$ cat src/rtl/mux_arb_pkg.sv
// Shared types and constants for the byte-mux select arbiter.
package mux_arb_pkg;

  localparam int unsigned NUM_SRC = 4;
  localparam int unsigned SEL_W   = 2;
  // Width of the settle down-counter; SETTLE must fit (0..15).
  localparam int unsigned CNT_W   = 4;

  typedef enum logic [1:0] {
    S_IDLE,
    S_SETTLE,
    S_CAPTURE,
    S_HOLD
  } state_t;

  // One-hot decode of a source index.
  function automatic logic [NUM_SRC-1:0] onehot(input logic [SEL_W-1:0] idx);
    return NUM_SRC'(1) << idx;
  endfunction

endpackage

$ cat src/rtl/rr_pick.sv
// Combinational rotate-and-priority-encode of the request lines.
// FIXED_PRIORITY_EN selects plain lowest-index-wins priority instead of round-robin.
module rr_pick
  import mux_arb_pkg::*;
(
  input  logic [NUM_SRC-1:0] req,
  input  logic [SEL_W-1:0]   last,
  output logic [SEL_W-1:0]   idx,
  output logic               any
);

`ifdef FIXED_PRIORITY_EN
  logic unused_last;
  assign unused_last = ^last;

  // Scan from the top so source 0 is written last and wins.
  always_comb begin
    idx = '0;
    any = |req;
    for (int i = NUM_SRC - 1; i >= 0; i--) begin
      if (req[i]) idx = SEL_W'(i);
    end
  end
`else
  logic [SEL_W-1:0] cand;

  // Offset 1 from last is highest priority, so it is evaluated last; offset 4 wraps to last itself.
  always_comb begin
    idx  = '0;
    cand = '0;
    any  = |req;
    for (int k = NUM_SRC; k >= 1; k--) begin
      cand = last + SEL_W'(k);
      if (req[cand]) idx = cand;
    end
  end
`endif

endmodule

$ cat src/rtl/mux_sel_arbiter.sv
// Round-robin select arbiter for the 4-to-1 byte mux: grants a source, waits SETTLE cycles,
// captures the mux output and hands it downstream on valid/ready.
// Optional macro FIXED_PRIORITY_EN: source 0 always has highest priority.
module mux_sel_arbiter
  import mux_arb_pkg::*;
#(
  parameter int unsigned DWIDTH = 8,
  parameter int unsigned SETTLE = 1
) (
  input  logic                clk,
  input  logic                rst,
  input  logic [NUM_SRC-1:0]  req,
  input  logic [DWIDTH-1:0]   mux_in,
  output logic [SEL_W-1:0]    sel2,
  output logic [NUM_SRC-1:0]  gnt,
  output logic [NUM_SRC-1:0]  ack,
  output logic [DWIDTH-1:0]   out_data,
  output logic                out_valid,
  input  logic                out_ready
);

  localparam logic [CNT_W-1:0] SETTLE_CNT = CNT_W'(SETTLE);

  state_t               state_q, state_d;
  logic [CNT_W-1:0]     cnt_q, cnt_d;
  logic [SEL_W-1:0]     last_q, last_d;
  logic [SEL_W-1:0]     sel2_d;
  logic [NUM_SRC-1:0]   gnt_d;
  logic [NUM_SRC-1:0]   ack_d;
  logic [DWIDTH-1:0]    data_d;
  logic                 valid_d;

  logic [SEL_W-1:0]     pick_idx;
  logic                 pick_any;

  rr_pick u_pick (
    .req  (req),
    .last (last_q),
    .idx  (pick_idx),
    .any  (pick_any)
  );

  // Next-state and registered-output logic.
  always_comb begin
    state_d = state_q;
    cnt_d   = cnt_q;
    last_d  = last_q;
    sel2_d  = sel2;
    gnt_d   = gnt;
    ack_d   = '0;
    data_d  = out_data;
    valid_d = out_valid;
    unique case (state_q)
      S_IDLE: begin
        if (pick_any) begin
          sel2_d  = pick_idx;
          gnt_d   = onehot(pick_idx);
          cnt_d   = SETTLE_CNT;
          state_d = S_SETTLE;
        end
      end
      S_SETTLE: begin
        if (cnt_q == '0) begin
          state_d = S_CAPTURE;
        end else begin
          cnt_d = cnt_q - 1'b1;
        end
      end
      S_CAPTURE: begin
        data_d  = mux_in;
        valid_d = 1'b1;
        ack_d   = onehot(sel2);
        last_d  = sel2;
        gnt_d   = '0;
        state_d = S_HOLD;
      end
      S_HOLD: begin
        if (out_valid && out_ready) begin
          valid_d = 1'b0;
          // last_q already holds the source just served, so it ranks lowest here.
          if (pick_any) begin
            sel2_d  = pick_idx;
            gnt_d   = onehot(pick_idx);
            cnt_d   = SETTLE_CNT;
            state_d = S_SETTLE;
          end else begin
            state_d = S_IDLE;
          end
        end
      end
      default: state_d = S_IDLE;
    endcase
  end

  // State and output registers; reset discards any capture in flight.
  always_ff @(posedge clk or posedge rst) begin
    if (rst) begin
      state_q   <= S_IDLE;
      cnt_q     <= '0;
      last_q    <= SEL_W'(NUM_SRC - 1);
      sel2      <= '0;
      gnt       <= '0;
      ack       <= '0;
      out_data  <= '0;
      out_valid <= 1'b0;
    end else begin
      state_q   <= state_d;
      cnt_q     <= cnt_d;
      last_q    <= last_d;
      sel2      <= sel2_d;
      gnt       <= gnt_d;
      ack       <= ack_d;
      out_data  <= data_d;
      out_valid <= valid_d;
    end
  end

endmodule

$ cat config.mk
export PLATFORM = sky130hd
export DESIGN_NAME = mux_sel_arbiter
export DESIGN_NICKNAME = d
export VERILOG_FILES = /design/src/rtl/mux_arb_pkg.sv /design/src/rtl/rr_pick.sv /design/src/rtl/mux_sel_arbiter.sv
export SDC_FILE = /design/constraint.sdc
export NUM_CORES = 1
export LEC_CHECK = 0
export ABC_AREA = 0
export CAP_MARGIN = 20
export CORE_UTILIZATION = 30
export DETAILED_ROUTE_END_ITERATION = 10
export SLEW_MARGIN = 20
export SYNTH_ARGS = -nofsm -noshare
export SYNTH_HDL_FRONTEND = slang
export SYNTH_HIERARCHICAL = 1
export SYNTH_SLANG_ARGS = --single-unit
$ cat constraint.sdc
create_clock -name clk -period 1.87 [get_ports clk]
set_input_delay 0.561 -clock clk [delete_from_list [all_inputs] [get_ports clk]]
set_output_delay 0.561 -clock clk [all_outputs]
set_load 0.02 [all_outputs]
# Yosys cells after proc, flatten, opt, wreduce, memory -nomap -nowiden
# Index checks and enable logic that the tools add are counted.
# classes
n_addsub	4
magnitude_cmp	4
n_eq_ne	7
shifts	2
muxes	30
reduce_logical	13
# op_table
cell	n
two-way mux 4 bit	6
one-hot mux 4 bit (3 select lines)	2
two-way mux 2 bit	9
less-than comparator 2 x 3 -> 1 bit, second input constant	4
binary-select mux 1 bit (select 2 bit)	4
inequality test 2 bit, second input constant	4
one-hot mux 2 bit (4 select lines)	1
left shift 1 x 2 -> 4 bit, first input constant	2
two-way mux 1 bit	6
AND reduction 2 bit	3
AND reduction 3 bit	2
nonzero test 3 bit	2
adder 2 bit, second input constant	2
== test 2 bit, second input constant	2
logical NOT 4 bit	1
one-hot mux 2 bit (2 select lines)	1
nonzero test 2 bit	2
OR reduction 4 bit	1
subtractor 4 x 1 -> 4 bit, second input constant	1
adder 2 x 1 -> 2 bit, second input constant	1
== test 2 x 1 -> 1 bit, second input constant	1
logical NOT 2 bit	1
one-hot mux 1 bit (2 select lines)	1
logical AND 1 bit	1
# word_totals
regBits	27
inputBits	15
elab_cells	68

# Logic depth before layout (Yosys ltp)
# depth
depth_word	10
depth_mapped	6

# By module
# The synthesis kept the hierarchy.
# by_module_without_submodules
module	instances	cells_each	area_per_inst_um2	seq_area_each_um2
mux_sel_arbiter	1	108	1333.8	678.2
rr_pick	1	14	91.3	0.0

# Worst setup path before layout
# OpenSTA, ideal clock, no wires.
# synth_timing
kind	reg2reg
startpoint	reg cnt_q[0]
endpoint	reg state_q[1]
setup_ns	0.128
arrival_time_ns	1.615
t_required_ns	1.742
slack_ns	0.127
stages_incl_launch_ff	6
n_path_buf	0
synth_period_minus_slack_ns	1.743
cell_sequence	dfrtp_1 -> inv_1 -> ha_1 -> or3b_4 -> a211oi_2 -> mux2_1
# synth_between
elab_chain_cells	3
# synth_lines
element	line_no	source
from (decl)	mux_sel_arbiter.sv:25	logic [CNT_W-1:0] cnt_q, cnt_d;
from (signal assigned)	mux_sel_arbiter.sv:108	cnt_q <= cnt_d;
logical NOT 4 bit	mux_sel_arbiter.sv:63	if (cnt_q == '0) begin
inequality test 2 bit (no line)	-	
AND reduction 3 bit (no line)	-	
to (signal assigned)	mux_sel_arbiter.sv:107	state_q <= state_d;
to (decl)	mux_sel_arbiter.sv:24	state_t state_q, state_d;
# Every way passes these cells.
# A chain may end at the register's enable or synchronous reset.

# Final worst setup path
# Same ends and word-level chain as after synthesis.

==> reports/results.ini <==
[clocking]
path_clk_slew_ps=90
cts_buffers=3
cts-root-buf=clkbuf_8
hold_buffers=0
cts_tree=yes
clk_path_buf_depth=2
htreeDepth=1
clock-sinks=27
clk-insertion-delay-late_ps=270

[power]
power.density_mw_per_mm2=1650
clkPwrFrac_pct=10.0
total_power_uw=3310
switching_power_uw=1280
p_leak_uw=0.000901
switching_share_pct=38.6
internal_power_uw=2030
seq_power_share_pct=32.0
power_frac_comb_pct=58.0
vdd_drop_max_uv=721

[status]
violations=design-rule violations
outcome=complete, but fails checks

[placement]
place_hpwl_mm=2.33
dp_slack_ps=-247
portBuffers=33
gp_congestion=0.788

[route]
ant_nets=0
vias=1115
routed_wl_mm=3.10
vias_per_cell=4.96
wl_per_cell_um=13.8
drc=2
drtPass1Iterations=10
drtIter0Drc=33

[floorplan]
fp.dieArea_mm2=0.00503
fp.dieW_um=70.9
core_area_mm2=0.00447
fp.dieH_um=70.9
start_util_pct=31.9
rows=24
ios=34

[synthesis]
ys_ff_latch=27
synth_nets=144
syn_inst=122
synth.distinct_cells=40
synth_top_area_share_pct=43.9
ys_top_cells_by_area=dfrtp_1 44%, mux2_2 11%, ha_1 6.1%, dfstp_2 3.7%, inv_1 2.1%
syn_area_per_cell_um2=11.7
synthesis.area_mm2=0.00143
ys.warnings.count=6
yosysTopAreaCell=dfrtp_1
seq_area_frac_synth_pct=47.6

[timing]
setup_ws_ps=46.8
drv_slew=0
fin_crit_sh_pct=97.5
setup-tns-final_ps=0
final-setup-viol-count=0
hold_violations=0
fmax_mhz=548
maxSlewHeadroom_pct=71.9
finalHoldWorstSlack_ps=514
layout_min_cycle_time_ps=1820
clock_skew_ps=1.45
worstMarginPinSlew_ps=420

[setup_path]
critical_path.cell_chain=inv_1 > ha_4 > or3b_4 > a211oi_4 > mux2_1
critPathLaunch=cnt_q[0]$_DFFE_PP0P_
startpoint_type=flop
crit_type=flop to flop
cp-end-kind=flop
path_buf_inv=1
arrival_ps=1980
critPathMaxStageDelay_ps=410
path_max_fanout=4
path_delay_family=simple AND/OR/NAND/NOR gates
timing.rr.end=state_q[1]$_DFFE_PP0P_
rr_startpoint=cnt_q[0]$_DFFE_PP0P_
endpoint=state_q[1]$_DFFE_PP0P_
crit_path_top_delay_cell=or3b_4
critPathRequiredTime_ps=2030
r2r_cells=5
crit_cells=5
rrSetupSlack_ps=50

[final_layout]
regArea_um2=678
layout.nets=196
final_common_cell=clkdlybuf4s50_1
final_cell_mix=28 x clkdlybuf4s50_1, 25 x dfrtp_1, 17 x buf_4
multi_input_area_um2=723
drive_gt1_share_pct=26.0
num-fill-cells=440
diodes=0
syn_to_final_growth_pct=40.6

[grt]
grt_max_degree=18
grt_pass1_vias=1212
grt_overflow=0
antenna_found_initial=0
grt_usage_pct=13.8
grt_pass1_wl_mm=5.50

[hold_path]
hold_path.class=flop to flop

[flow_run]
max_cap_viol_count=0

power by group through the flow:
| stage | logic, uW | registers, uW | clock network [uW] |
|---|---|---|---|
| after floorplan | 954 | 1250 | 0 |
| after CTS | 1920 | 1060 | 347 |
| after global routing | 2090 | 1110 | 376 |
| after detailed placement | 1890 | 1070 | 0 |
| final | 1920 | 1060 | 330 |
| after global placement | 1840 | 1060 | 0 |
metal layers:
| layer | vias up | wire (um) | global-route usage, % |
|---|---|---|---|
| met5 | - | 0 | 0 |
| met4 | 0 | 41 | 4.22 |
| met3 | 4 | 160 | 2.99 |
| met2 | 33 | 1570 | 25.2 |
| met1 | 539 | 1320 | 16.1 |
| li1 | 539 | - | - |
synthesized netlist by cell type:
cell / instances
and3b_1: 2
o21ai_0: 3
a2111oi_4: 1
and2b_1: 1
mux2i_1: 1
or3_1: 1
buf_2: 2
a21boi_4: 1
a31oi_1: 1
nor3b_1: 4
nor3_1: 1
o211a_1: 1
ha_1: 7
and3_1: 2
mux2_2: 14
o221ai_2: 1
a21oi_2: 1
inv_1: 8
a211oi_2: 1
dfstp_2: 2
dfrtp_1: 25
a211oi_1: 1
nand2b_1: 4
nand3b_1: 1
clkbuf_1: 1
o21ai_1: 1
nand2_1: 4
nor2b_1: 3
nand3_1: 4
o211ai_1: 2
o21bai_1: 1
a2bb2oi_1: 1
nor3_2: 1
mux2_1: 2
nor2_1: 7
or3b_1: 1
or4_1: 4
o22ai_1: 1
a21oi_1: 2
or3b_4: 1
worst reg2reg max path, stage by stage (launching register included):
cell and delay [ps]:
dfrtp_1 380, inv_1 130, ha_4 160, or3b_4 410, a211oi_4 280, mux2_1 350
state kept, by name, indices dropped and copies added (netlist names):
name and cells:
gnt 4, ack 4, last_q 2, out_data 8, out_valid 1, sel2 2, cnt_q 4, state_q 2
repair_timing:
action,CTS,global route
pin swaps,1,3
gates resized for setup,4,6
endpoints found under the setup margin,3,6
buffers inserted,0,1
kinds of logic after synthesis:
| logic type | Yosys count | synth area share, % |
|---|---|---|
| multiplexers | 17 | 13.3 |
| adder cells (fa/ha/maj) | 7 | 6.15 |
| flip-flops | 27 | 47.6 |
| AO/OA/AOI/OAI | 19 | 12.2 |
| buffers and inverters | 11 | 3.07 |
| AND/OR/NAND/NOR | 41 | 17.6 |
stage by stage:
stage	util [%]	cell area, um^2	instances
2_1_floorplan	-	1430	122
3_3_place_gp	43.1	1930	220
3_5_place_dp	43.1	1930	220
4_1_cts	44.2	1980	224
5_1_grt	44.8	2000	225
6_report	44.8	2000	225
worst min-delay path by stage:
stage / start / endpoint / cells past startpoint
after floorplan: last_q[1]$_DFFE_PP1P_ / last_q[1]$_DFFE_PP1P_ / 2
after global placement: gnt[2]$_DFFE_PP0P_ / gnt[2]$_DFFE_PP0P_ / 1
after detailed placement: gnt[2]$_DFFE_PP0P_ / gnt[2]$_DFFE_PP0P_ / 1
after CTS: gnt[2]$_DFFE_PP0P_ / gnt[2]$_DFFE_PP0P_ / 1
after global routing: gnt[2]$_DFFE_PP0P_ / gnt[2]$_DFFE_PP0P_ / 1
final: gnt[2]$_DFFE_PP0P_ / gnt[2]$_DFFE_PP0P_ / 1
final cells by class:
type                            count  share of cell area [%]
Multi-Input combinational cell     84                    36.1
Sequential cell                    27                    33.8
Timing Repair Buffer               50                    23.1
Tap cell                           52                    3.25
Clock buffer                        4                    2.25
Inverter                            8                    1.50
Power figures use the tool's default switching activity.
